File: src/rtl/tick_divider_mc_pkg.sv
// Shared defaults and mode encoding for the multi-channel tick divider.
package tick_divider_mc_pkg;

    localparam int unsigned DEF_NCH     = 4;
    localparam int unsigned DEF_WIDTH   = 8;
    localparam int unsigned DEF_RST_DIV = 1;

    localparam logic MODE_PERIODIC = 1'b0;
    localparam logic MODE_ONESHOT  = 1'b1;

endpackage

File: src/rtl/tick_div_chan.sv
// One divider channel: counts qualified events, ticks every div events,
// and optionally disarms itself after the first tick (one-shot).
module tick_div_chan
    import tick_divider_mc_pkg::*;
#(
    parameter int unsigned WIDTH   = DEF_WIDTH,
    parameter int unsigned RST_DIV = DEF_RST_DIV
) (
    input  logic             i_clk,
    input  logic             i_rst_n,
    input  logic             i_sm,
    input  logic             i_pause,
    input  logic             i_ld,
    input  logic [WIDTH-1:0] i_div,
    input  logic             i_oneshot,
    input  logic             i_clr,
    output logic             o_tick,
    output logic             o_armed_c,
    output logic [WIDTH-1:0] o_cnt
);

    logic [WIDTH-1:0] r_cnt, w_cnt;
    logic [WIDTH-1:0] r_div, w_div;
    logic             r_mode, w_mode;
    logic             r_arm, w_arm;
    logic             r_tick, w_tick;
    logic             w_div_nz;
    logic             w_term;

    assign w_div_nz = (r_div != '0);
    assign w_term   = (r_cnt == WIDTH'(r_div - WIDTH'(1)));

    // Priority: load, clear, pause, count.
    always_comb begin
        w_cnt  = r_cnt;
        w_div  = r_div;
        w_mode = r_mode;
        w_arm  = r_arm;
        w_tick = 1'b0;
        if (i_ld) begin
            w_div  = i_div;
            w_mode = i_oneshot;
            w_cnt  = '0;
            w_arm  = 1'b1;
        end else if (i_clr) begin
            w_cnt = '0;
        end else if (!i_pause && i_sm && r_arm && w_div_nz) begin
            if (w_term) begin
                w_cnt  = '0;
                w_tick = 1'b1;
                if (r_mode == MODE_ONESHOT) begin
                    w_arm = 1'b0;
                end
            end else begin
                w_cnt = WIDTH'(r_cnt + WIDTH'(1));
            end
        end
    end

    always_ff @(posedge i_clk or negedge i_rst_n) begin
        if (!i_rst_n) begin
            r_cnt  <= '0;
            r_div  <= WIDTH'(RST_DIV);
            r_mode <= MODE_PERIODIC;
            r_arm  <= 1'b1;
            r_tick <= 1'b0;
        end else begin
            r_cnt  <= w_cnt;
            r_div  <= w_div;
            r_mode <= w_mode;
            r_arm  <= w_arm;
            r_tick <= w_tick;
        end
    end

    assign o_tick    = r_tick;
    assign o_armed_c = r_arm & w_div_nz;
    assign o_cnt     = r_cnt;

endmodule

File: src/rtl/tick_divider_mc.sv
// Multi-channel programmable event divider; NCH independent channels
// sharing only the global pause.
module tick_divider_mc
    import tick_divider_mc_pkg::*;
#(
    parameter int unsigned NCH     = DEF_NCH,
    parameter int unsigned WIDTH   = DEF_WIDTH,
    parameter int unsigned RST_DIV = DEF_RST_DIV
) (
    input  logic                 CLK,
    input  logic                 Rst,
    input  logic [NCH-1:0]       Sm,
    input  logic                 pause,
    input  logic [NCH-1:0]       ld,
    input  logic [NCH*WIDTH-1:0] div_in,
    input  logic [NCH-1:0]       oneshot,
    input  logic [NCH-1:0]       clr,
    output logic [NCH-1:0]       M,
    output logic [NCH-1:0]       armed,
    output logic [NCH*WIDTH-1:0] cnt_o
);

    for (genvar gi = 0; gi < NCH; gi++) begin : g_chan
        tick_div_chan #(
            .WIDTH   (WIDTH),
            .RST_DIV (RST_DIV)
        ) u_chan (
            .i_clk     (CLK),
            .i_rst_n   (Rst),
            .i_sm      (Sm[gi]),
            .i_pause   (pause),
            .i_ld      (ld[gi]),
            .i_div     (div_in[gi*WIDTH +: WIDTH]),
            .i_oneshot (oneshot[gi]),
            .i_clr     (clr[gi]),
            .o_tick    (M[gi]),
            .o_armed_c (armed[gi]),
            .o_cnt     (cnt_o[gi*WIDTH +: WIDTH])
        );
    end

endmodule
File: config.mk
export PLATFORM = sky130hd
export DESIGN_NAME = tick_divider_mc
export DESIGN_NICKNAME = d
export VERILOG_FILES = /design/src/rtl/tick_divider_mc_pkg.sv /design/src/rtl/tick_div_chan.sv /design/src/rtl/tick_divider_mc.sv
export SDC_FILE = /design/constraint.sdc
export NUM_CORES = 1
export LEC_CHECK = 0
export CAP_MARGIN = 20
export CORE_ASPECT_RATIO = 0.75
export CORE_MARGIN = 5
export CORE_UTILIZATION = 51
export CTS_BUF_LIST = sky130_fd_sc_hd__clkbuf_8
export CTS_CLUSTER_SIZE = 28
export DETAILED_ROUTE_END_ITERATION = 8
export PLACE_DENSITY_LB_ADDON = 0.08
export SETUP_SLACK_MARGIN = 0.15
export SLEW_MARGIN = 10
export SYNTH_ARGS = -nofsm -noshare
export SYNTH_HDL_FRONTEND = slang
export SYNTH_SLANG_ARGS = --single-unit
export TNS_END_PERCENT = 10
File: constraint.sdc
create_clock -name CLK -period 3.2 [get_ports CLK]
set_input_delay 0.64 -clock CLK [delete_from_list [all_inputs] [get_ports CLK]]
set_output_delay 0.64 -clock CLK [all_outputs]
set_load 0.05 [all_outputs]
==> flow_metrics.py <==
metrics = {
    "outcome": {
        "status": "finished, final reports clean",
    },
    "synth": {
        "synth_xor_xnor_area_share_pct": 6.86,
        "synth_compound_area_share_pct": 14.1,
        "synth_top_area_share_pct": 36.0,
        "synth_top_cells_by_area": "dfrtp_1 36%, mux2_2 7.1%, dfstp_2 4.4%, xnor2_1 4.3%, ha_1 3.2%",
        "yosys_warnings": 0,
        "synth-adder-area-share_pct": 3.18,
        "synth.net_count": 543,
        "post_synthesis_area_per_instance_um2": 9.85,
        "synth_seq_area_share_pct": 40.5,
        "synth-seq-cells": 76,
        "postSynthCellCount": 480,
        "yosys_most_used_dff": "dfrtp_1",
        "main_combinational_cell_family_by_area_after_synthesis": "simple AND/OR/NAND/NOR gates",
        "fraction_of_the_mapped_netlist_area_in_simple_logic_gates_pct": 24.4,
        "synth-edff-count": 0,
        "yosys-mux-area-fraction_pct": 7.15,
        "synth_top_area_cell": "dfrtp_1",
        "asyncSetResetFlopFracSynth_pct": 100,
        "netlist_area_um2": 4730,
        "yosysUniqueCellTypes": 69,
    },
    "placed_design": {
        "placed_cell_area_um2": 5700,
        "hpwlAfterDp_um": 7990,
        "dpl.cell_count": 680,
        "globalplace.congestion": 0.882,
        "port_buffers": 90,
    },
    "power": {
        "total_power_uw": 2090,
        "powerDensity_nw_per_um2": 356,
        "vdd_drop_max_mv": 0.236,
        "leakagePower_uw": 0.00249,
    },
    "clock_tree": {
        "clock_latency_at_the_later_pin_of_the_worst_skew_pair_ns": 0.36,
        "cts_htree_levels": 3,
        "number_of_buffers_created_by_cts": 9,
        "library_cell_used_as_clock_root_buffer": "clkbuf_8",
        "ctsHoldBuffers": 0,
        "clock_sink_count": 76,
        "clock_tree.buffer_depth": 2,
        "post-cts-setup-buffer-count": 0,
        "tritoncts": "built",
        "clk_pin_slew_worst_paths_ns": 0.08,
    },
    "sta": {
        "clock.fmax_mhz": 331,
        "timing.final.setup_violations": 0,
        "timing.max_slew.rel_slack_pct": 35.6,
        "tightest_slew_ns": 0.966,
        "finalMaxSlewViolations": 0,
        "summed_negative_setup_slack_over_all_endpoints_ns": 0,
        "finClkSkew_ns": 0.00859,
        "finalCriticalPeriod_ns": 3.02,
        "fin_crit_sh_pct": 94.3,
        "final_hold_viol_count": 0,
        "unrepaired_setup_endpoints_after_global_routing": "yes",
    },
    "floorplan": {
        "io_pins": 91,
        "std_cell_rows": 30,
        "initial_core_util_pct": 52.2,
        "floorplan.die_area_um2": 11300,
        "design.core.area_um2": 9050,
        "die-width_um": 121,
        "dieHeight_um": 93.4,
    },
    "layout": {
        "final_core_util_pct": 64.8,
        "layout.nets": 626,
        "post-route-cell-area_um2": 5870,
        "flow.area_growth_from_synthesis_pct": 24.1,
        "final_common_cell": "clkdlybuf4s50_1",
        "multi_input_comb_area_um2": 2630,
        "seqCellArea_um2": 1910,
        "num-fill-cells": 770,
        "layout_common_cells": "87 x clkdlybuf4s50_1, 68 x dfrtp_1, 34 x nand2_1",
        "antenna_cells": 0,
        "final-instance-count-excl-fill": 696,
        "drive_above_1_share_pct": 14.8,
    },
    "setup_path": {
        "startpoint_class": "register",
        "critical_path.endpoint_type": "primary output",
        "worst_ep_required_time_ns": 2.56,
        "critical_path_arrival_ns": 2.38,
        "worst-path-max-fanout": 4,
        "crit_type": "register to primary output",
    },
    "drt": {
        "route.antenna.remaining_nets": 0,
        "wirelength_um": 11000,
        "vias": 3931,
        "drcViolationCount": 0,
        "detailed_router_iteration_count_before_antenna_repair": 4,
        "drtIter0Drc": 228,
        "post_drt_via_cell_ratio": 5.65,
        "routed_wire_length_per_instance_um": 15.7,
    },
    "run": {
        "timing.max_cap.violations": 0,
    },
    "global_routing": {
        "grt_pass1_wl_um": 18600,
        "overflow": 0,
        "largest_net_degree_at_the_start_of_global_routing": 77,
        "vias_in_the_first_global_route": 3822,
        "grt_antenna_before_repair": 0,
        "track_usage_pct": 20.4,
    },
    "min_path": {
        "holdCritPathClass": "primary input to async pin",
    },
}
[layout make-up]
cell class              instances  area share [%]
multi-input cells             365            44.8
repair buffers                 96            16.1
clock inverters                 6           0.448
well taps                     128            2.73
clock buffers                  10            2.35
inverters                      15           0.960
flip-flops and latches         76            32.6
[cell families (layout without fill, tap and decap cells)]
logic type               Yosys count  count (layout)
AO/OA/AOI/OAI                     87              87
XOR/XNOR                          37              37
adder cells (fa/ha/maj)           12              12
buffers and inverters             39             127
flip-flops                        76              76
multiplexers                      30              30
AND/OR/NAND/NOR                  199             199
[registers in the layout, summed over array words and instances, names as in the netlist]
signal                cells
g_chan.u_chan.r_mode      4
g_chan.u_chan.r_div      32
g_chan.u_chan.o_tick      4
g_chan.u_chan.o_cnt      32
g_chan.u_chan.r_arm       4
[critical path, stage by stage, from the launching register on]
cell and delay [ns]:
dfrtp_1 0.42, inv_1 0.10, ha_1 0.14, or3b_2 0.46, o21a_1 0.19, clkdlybuf4s50_1 0.70
[synth_stat cells (all sizes together), types with 11 or more instances]
library cell	number
a21o	11
a221o	11
buf	11
clkbuf	13
dfrtp	68
ha	12
inv	15
mux2	30
nand2	34
nand3	25
nor2	33
nor2b	12
nor3	18
o21ai	17
xnor2	23
xor2	14
[where the power goes]
| part | switching (µW) | leakage [µW] | internal, µW |
|---|---|---|---|
| combinational | 176 | 0.00142 | 189 |
| clock | 356 | 0.0000996 | 291 |
| sequential | 64.8 | 0.000963 | 1010 |
| total | 597 | 0.00249 | 1490 |
[routing by layer]
| metal | GRT usage, % | wire length [µm] | vias up |
|---|---|---|---|
| li1 | - | - | 1908 |
| met1 | 27.4 | 5090 | 1913 |
| met2 | 32.3 | 5130 | 99 |
| met3 | 5.56 | 602 | 11 |
| met4 | 6.06 | 125 | 0 |
| met5 | 0 | 0 | - |
[stage by stage]
stage                     worst slack [ns]  hold WS (ns)
final                                0.183         0.427
after global routing                0.0837         0.514
after floorplan                      0.780         0.344
after detailed placement             0.337         0.486
after global placement               0.422         0.479
after CTS                            0.140         0.468
[timing repair]
item                       in CTS  in global routing
setup endpoints to repair       2                  2
gates resized for setup         1                  1
hold endpoints to repair        0                  0
pin swaps                       0                  0
[path summary, 6_finish.rpt]
kind	from	end	slack, ns	depth (start not counted)
max in group asynchronous	Rst	g_chan[1].u_chan.r_div[5]$_DFFE_PN0P_	2.14	1
setup reg to reg	g_chan[2].u_chan.r_div[0]$_DFFE_PN1P_	g_chan[2].u_chan.o_cnt[7]$_DFFE_PN0P_	0.50	7
min in group CLK	g_chan[0].u_chan.r_arm$_DFFE_PN1P_	g_chan[0].u_chan.r_arm$_DFFE_PN1P_	0.49	2
hold reg to reg	g_chan[0].u_chan.r_arm$_DFFE_PN1P_	g_chan[0].u_chan.r_arm$_DFFE_PN1P_	0.49	2
hold / removal	Rst	g_chan[3].u_chan.o_cnt[5]$_DFFE_PN0P_	0.43	1
setup / recovery	g_chan[3].u_chan.r_div[1]$_DFFE_PN0P_	armed[3]	0.18	5
Note: power is estimated with default switching activity, not from simulation.
